--- src/rtl/vram_arbiter.sv ---
// rtl/vram_arbiter.sv - single-port VRAM arbiter between a stalled Z80 CPU and a video fetcher
// Video wins by default; the CPU is forced in after STARVE_MAX video grants while it waits.
module vram_arbiter #(
  parameter int ADDR_W     = 10,
  parameter int DATA_W     = 8,
  parameter int STARVE_MAX = 4
) (
  input  logic              clk,
  input  logic              rst_n,
  input  logic              cpu_sel,
  input  logic              cpu_wrn,
  input  logic              cpu_rdn,
  input  logic [ADDR_W-1:0] cpu_addr,
  input  logic [DATA_W-1:0] cpu_wdata,
  output logic [DATA_W-1:0] cpu_rdata,
  output logic              cpu_ack,
  output logic              vram_busy,
  input  logic              vid_req,
  input  logic [ADDR_W-1:0] vid_addr,
  output logic              vid_valid,
  output logic [DATA_W-1:0] vid_rdata,
  output logic              vid_ovf,
  output logic              mem_en,
  output logic              mem_we,
  output logic [ADDR_W-1:0] mem_addr,
  output logic [DATA_W-1:0] mem_wdata,
  input  logic [DATA_W-1:0] mem_rdata
);

  localparam logic [2:0] STARVE_LIM = 3'(STARVE_MAX);

  logic              cpu_pend_q, cpu_pend_d;
  logic              cpu_done_q, cpu_done_d;
  logic              cpu_we_q, cpu_we_d;
  logic [ADDR_W-1:0] cpu_addr_q, cpu_addr_d;
  logic [DATA_W-1:0] cpu_wdata_q, cpu_wdata_d;
  logic              hold_full_q, hold_full_d;
  logic [ADDR_W-1:0] hold_addr_q, hold_addr_d;
  logic [2:0]        starve_q, starve_d;
  logic              ovf_q, ovf_d;
  logic              cpu_ack_q, cpu_ack_d;
  logic              cpu_rd_ack_q, cpu_rd_ack_d;
  logic              vid_valid_q, vid_valid_d;
  logic [DATA_W-1:0] cpu_rdata_q, cpu_rdata_d;
  logic [DATA_W-1:0] vid_rdata_q, vid_rdata_d;

  logic capture;
  logic force_cpu;
  logic gnt_cpu;
  logic gnt_hold;
  logic gnt_req;
  logic gnt_vid;

  // cpu_done blocks re-capture of a strobe that has already been serviced.
  assign capture   = !rst_n && cpu_sel && (!cpu_wrn || !cpu_rdn) && !cpu_pend_q && !cpu_done_q;
  assign force_cpu = !rst_n && cpu_pend_q && (starve_q == STARVE_LIM);
  assign gnt_cpu   = force_cpu || (!rst_n && cpu_pend_q && !hold_full_q && !vid_req);
  assign gnt_hold  = !rst_n && !force_cpu && hold_full_q;
  assign gnt_req   = !rst_n && !force_cpu && !hold_full_q && vid_req;
  assign gnt_vid   = gnt_hold || gnt_req;

  assign vram_busy = cpu_pend_q || capture;

  always_comb begin
    mem_en    = gnt_cpu || gnt_vid;
    mem_we    = gnt_cpu && cpu_we_q;
    mem_addr  = '0;
    mem_wdata = '0;
    if (gnt_cpu) begin
      mem_addr = cpu_addr_q;
      if (cpu_we_q) mem_wdata = cpu_wdata_q;
    end else if (gnt_hold) begin
      mem_addr = hold_addr_q;
    end else if (gnt_req) begin
      mem_addr = vid_addr;
    end
  end

  always_comb begin
    cpu_pend_d  = cpu_pend_q;
    cpu_done_d  = cpu_done_q;
    cpu_we_d    = cpu_we_q;
    cpu_addr_d  = cpu_addr_q;
    cpu_wdata_d = cpu_wdata_q;
    if (capture) begin
      cpu_pend_d  = 1'b1;
      cpu_we_d    = !cpu_wrn;
      cpu_addr_d  = cpu_addr;
      cpu_wdata_d = cpu_wdata;
    end
    if (gnt_cpu) cpu_pend_d = 1'b0;
    if (cpu_wrn && cpu_rdn) cpu_done_d = 1'b0;
    if (gnt_cpu) cpu_done_d = 1'b1;
  end

  // A request that loses arbitration parks in the hold slot; if the slot is
  // occupied and not draining this cycle, the request is lost.
  always_comb begin
    hold_full_d = hold_full_q;
    hold_addr_d = hold_addr_q;
    ovf_d       = ovf_q;
    if (gnt_hold) hold_full_d = 1'b0;
    if (vid_req && !gnt_req) begin
      if (!hold_full_q || gnt_hold) begin
        hold_full_d = 1'b1;
        hold_addr_d = vid_addr;
      end else begin
        ovf_d = 1'b1;
      end
    end
  end

  always_comb begin
    starve_d = starve_q;
    if (!cpu_pend_q || gnt_cpu) begin
      starve_d = 3'd0;
    end else if (gnt_vid && (starve_q != STARVE_LIM)) begin
      starve_d = starve_q + 3'd1;
    end
  end

  // RAM data arrives the cycle after the grant, so it is forwarded directly
  // in that cycle and captured for holding afterwards.
  always_comb begin
    cpu_ack_d    = gnt_cpu;
    cpu_rd_ack_d = gnt_cpu && !cpu_we_q;
    vid_valid_d  = gnt_vid;
    cpu_rdata_d  = cpu_rd_ack_q ? mem_rdata : cpu_rdata_q;
    vid_rdata_d  = vid_valid_q ? mem_rdata : vid_rdata_q;
  end

  assign cpu_ack   = cpu_ack_q;
  assign cpu_rdata = cpu_rd_ack_q ? mem_rdata : cpu_rdata_q;
  assign vid_valid = vid_valid_q;
  assign vid_rdata = vid_valid_q ? mem_rdata : vid_rdata_q;
  assign vid_ovf   = ovf_q;

  always_ff @(posedge clk or posedge rst_n) begin
    if (rst_n) begin
      cpu_pend_q   <= 1'b0;
      cpu_done_q   <= 1'b0;
      cpu_we_q     <= 1'b0;
      cpu_addr_q   <= '0;
      cpu_wdata_q  <= '0;
      hold_full_q  <= 1'b0;
      hold_addr_q  <= '0;
      starve_q     <= 3'd0;
      ovf_q        <= 1'b0;
      cpu_ack_q    <= 1'b0;
      cpu_rd_ack_q <= 1'b0;
      vid_valid_q  <= 1'b0;
      cpu_rdata_q  <= '0;
      vid_rdata_q  <= '0;
    end else begin
      cpu_pend_q   <= cpu_pend_d;
      cpu_done_q   <= cpu_done_d;
      cpu_we_q     <= cpu_we_d;
      cpu_addr_q   <= cpu_addr_d;
      cpu_wdata_q  <= cpu_wdata_d;
      hold_full_q  <= hold_full_d;
      hold_addr_q  <= hold_addr_d;
      starve_q     <= starve_d;
      ovf_q        <= ovf_d;
      cpu_ack_q    <= cpu_ack_d;
      cpu_rd_ack_q <= cpu_rd_ack_d;
      vid_valid_q  <= vid_valid_d;
      cpu_rdata_q  <= cpu_rdata_d;
      vid_rdata_q  <= vid_rdata_d;
    end
  end

endmodule

--- config.mk ---
export PLATFORM = sky130hd
export DESIGN_NAME = vram_arbiter
export DESIGN_NICKNAME = d
export VERILOG_FILES = /design/src/rtl/vram_arbiter.sv
export SDC_FILE = /design/constraint.sdc
export NUM_CORES = 1
export LEC_CHECK = 0
export CAP_MARGIN = 20
export CORE_MARGIN = 2
export CORE_UTILIZATION = 50
export DETAILED_ROUTE_END_ITERATION = 10
export GPL_TIMING_DRIVEN = 0
export PLACE_DENSITY = 0.92
export SLEW_MARGIN = 20
export SYNTH_ARGS = -nofsm -noshare
export SYNTH_HDL_FRONTEND = slang
export SYNTH_SLANG_ARGS = --single-unit
--- constraint.sdc ---
create_clock -name clk -period 5.34 [get_ports clk]
set_input_delay 1.335 -clock clk [delete_from_list [all_inputs] [get_ports clk]]
set_output_delay 1.335 -clock clk [all_outputs]
set_load 0.005 [all_outputs]
==> metrics.cfg <==
[global_routing]
antenna_found_initial = 0
grt_pass1_vias = 1838
overflow = 0
grt_pass1_wl_um = 8510
grt_max_degree = 59
grt_usage = 0.200

[die]
die_h_um = 75.9
rows = 26
core_um2 = 5040
ios = 82
start_util = 0.512
dieArea_um2 = 5760
die_w_um = 75.9

[clock_network]
root_buffer = clkbuf_8
htreeDepth = 2
clockBufferDepth = 2
clk_latency_ps = 320
post_cts_buffers = 0
clk_pin_slew_worst_paths_ps = 90
post_cts_resize_count = 0
cts-hold-fix-buffers = 0
cts.sinks = 55
cts_tree = built
cts_buffers = 5

[worst_setup_path]
critical_path_buf_inv_count = 5
cp_max_fo = 58
max_stage_delay_ps = 600
r2r_start = starve_q[0]
r2r_slack_ps = 3660
rr_worst_depth = 5
end_kind = output pin
critPathSlowestCell = clkdlybuf4s50_1
r2r-end = hold_addr_q[4]
crit_cells = 7
worstPathRequired_ps = 4010
start_kind = input pin
crit_chain = clkdlybuf4s50_1, buf_6, inv_4, o21a_1, buf_6, a22o_1, clkdlybuf4s50_1
crit_arrival_ps = 3700
crit_family = buffers and inverters
path_class = input pin to output pin

[pwr]
leakagePower_nw = 1.56
totalPowerFinal_mw = 1.36
vdd_drop_max_mv = 0.216
powerDensity_nw_per_um2 = 382

[timing]
slew_viol_final = 0
fmax_ghz = 0.198
maxSlewHeadroom = 0.552
finalHoldViolations = 0
rsz0062_at_grt = false
period_needed_ps = 5040
fin_skew_ps = 10.7
setup_viol = 0
finalCritPeriodShare = 0.944
worst_pin_slew_ps = 672

[layout]
final_nets = 334
nFillCells = 362
design_area_um2 = 3570
multiInputGateArea_um2 = 1090
area.sequential_um2 = 1380
final_cell_mix = clkdlybuf4s50_1, dfrtp_1, nand2_1
final_layout_size_suffix_gt1_frac = 0.206
final_common_cell = clkdlybuf4s50_1
syn_to_final_growth_pct = 38.2
antenna_cells = 0

[outcome]
status = completed

[placed_design]
place_congestion = 0.805
dp_hpwl_um = 4100
post_dp_cell_area_um2 = 3480
io_buffers = 81

[yosys]
synth_area_leaders = dfrtp_1, mux2_4, mux2_2
synthCells = 202
async_reset_ff_frac = 1.00
ys.flop_type = dfrtp_1
syn-num-nets = 246
yosys_register_bits = 55
synth_top_area_share = 0.533
synth-edff-count = 0
yosys_warnings = 0
ys_types = 34
ys_seq_area_frac = 0.533
syn_avg_cell_area_um2 = 12.8
syn_area_um2 = 2580
yosys.area.top_type = dfrtp_1

[hold_path]
hold_path.class = register to register
worst_hold_startpoint = cpu_we_q
worstHoldEndpoint = cpu_rd_ack_q
holdPathStages = 1

[drt]
ant_nets = 0
routed_wl_um = 5620
remaining_drc_errors = 0
vias_per_cell = 5.30
drt-initial-drc-count = 110
first_pass_iters = 4
routedWlPerCell_um = 15.6
dr_total_vias = 1913

[job]
drv_cap = 0

## cells in the mapped netlist, types with 2 or more instances
library cell   n
ha_1           2
nand2_1       27
buf_2          3
inv_2          2
and2_1         8
buf_6          6
mux2_2        17
a21oi_1        6
a22o_1        10
nand4_2        2
mux2_4        17
dfrtp_1       55
o21ai_0       10
clkbuf_1       4
nand3_1        2
nor3b_1        2
o2bb2ai_1     10
inv_1          3
## per-stage QoR
| stage | TNS, ps | hold slack (ps) | setup slack [ps] | cells | util |
|---|---|---|---|---|---|
| floorplan | 0 | 409 | 1400 | 202 | - |
| global placement | -623 | 426 | -70.3 | 353 | 0.690 |
| detailed placement | 0 | 435 | 299 | 353 | 0.691 |
| CTS | 0 | 448 | 289 | 361 | 0.708 |
| global route | 0 | 475 | 135 | 361 | 0.708 |
| finish | 0 | 444 | 300 | 361 | 0.708 |
## final cells by class
class,count,share of cell area
flip-flops and latches,55,0.386
multi-input cells,129,0.305
repair buffers,81,0.227
plain buffers,13,0.0273
well taps,70,0.0245
clock buffers,6,0.0203
inverters,5,0.00596
clock inverters,2,0.00351
## logic make-up (layout without fill, tap and decap cells)
group,after synthesis,after routing,synth area share
DFF,55,55,0.533
adders and majority gates,2,2,0.00969
buffers and inverters,18,107,0.0451
muxes,35,35,0.177
AOI/OAI and AO/OA,44,44,0.130
and+or+nand+nor,48,48,0.105
## metal layers
metal / part of all wire / GRT usage / wire (µm) / up-vias
met5: 0 / 0 / 0 / -
met4: 0.021 / 0.0780 / 120 / 0
met3: 0.094 / 0.0608 / 527 / 10
met2: 0.47 / 0.319 / 2620 / 87
met1: 0.42 / 0.255 / 2350 / 918
li1: - / - / - / 898
## worst max-delay path by stage
stage               slack, ps   from          end
floorplan                1400  rst_n  mem_addr[0]
global placement          -70  rst_n  mem_addr[8]
detailed placement        300  rst_n  mem_addr[8]
CTS                       290  rst_n  mem_addr[0]
global route              130  rst_n  mem_addr[7]
finish                    300  rst_n  mem_addr[1]
## report_power, final
| part | switching, mW | internal [mW] |
|---|---|---|
| clock network | 0.134 | 0.0919 |
| registers | 0.0707 | 0.555 |
| logic | 0.187 | 0.325 |
## registers in the layout, indices dropped and copies added, names as in the netlist
name,flops
cpu_ack,1
cpu_we_q,1
vid_valid,1
cpu_rd_ack_q,1
hold_addr_q,10
starve_q,3
cpu_rdata_q,8
cpu_wdata_q,8
cpu_done_q,1
hold_full_q,1
cpu_pend_q,1
cpu_addr_q,10
vid_rdata_q,8
vid_ovf,1
Note: power is estimated with default switching activity, not from simulation.
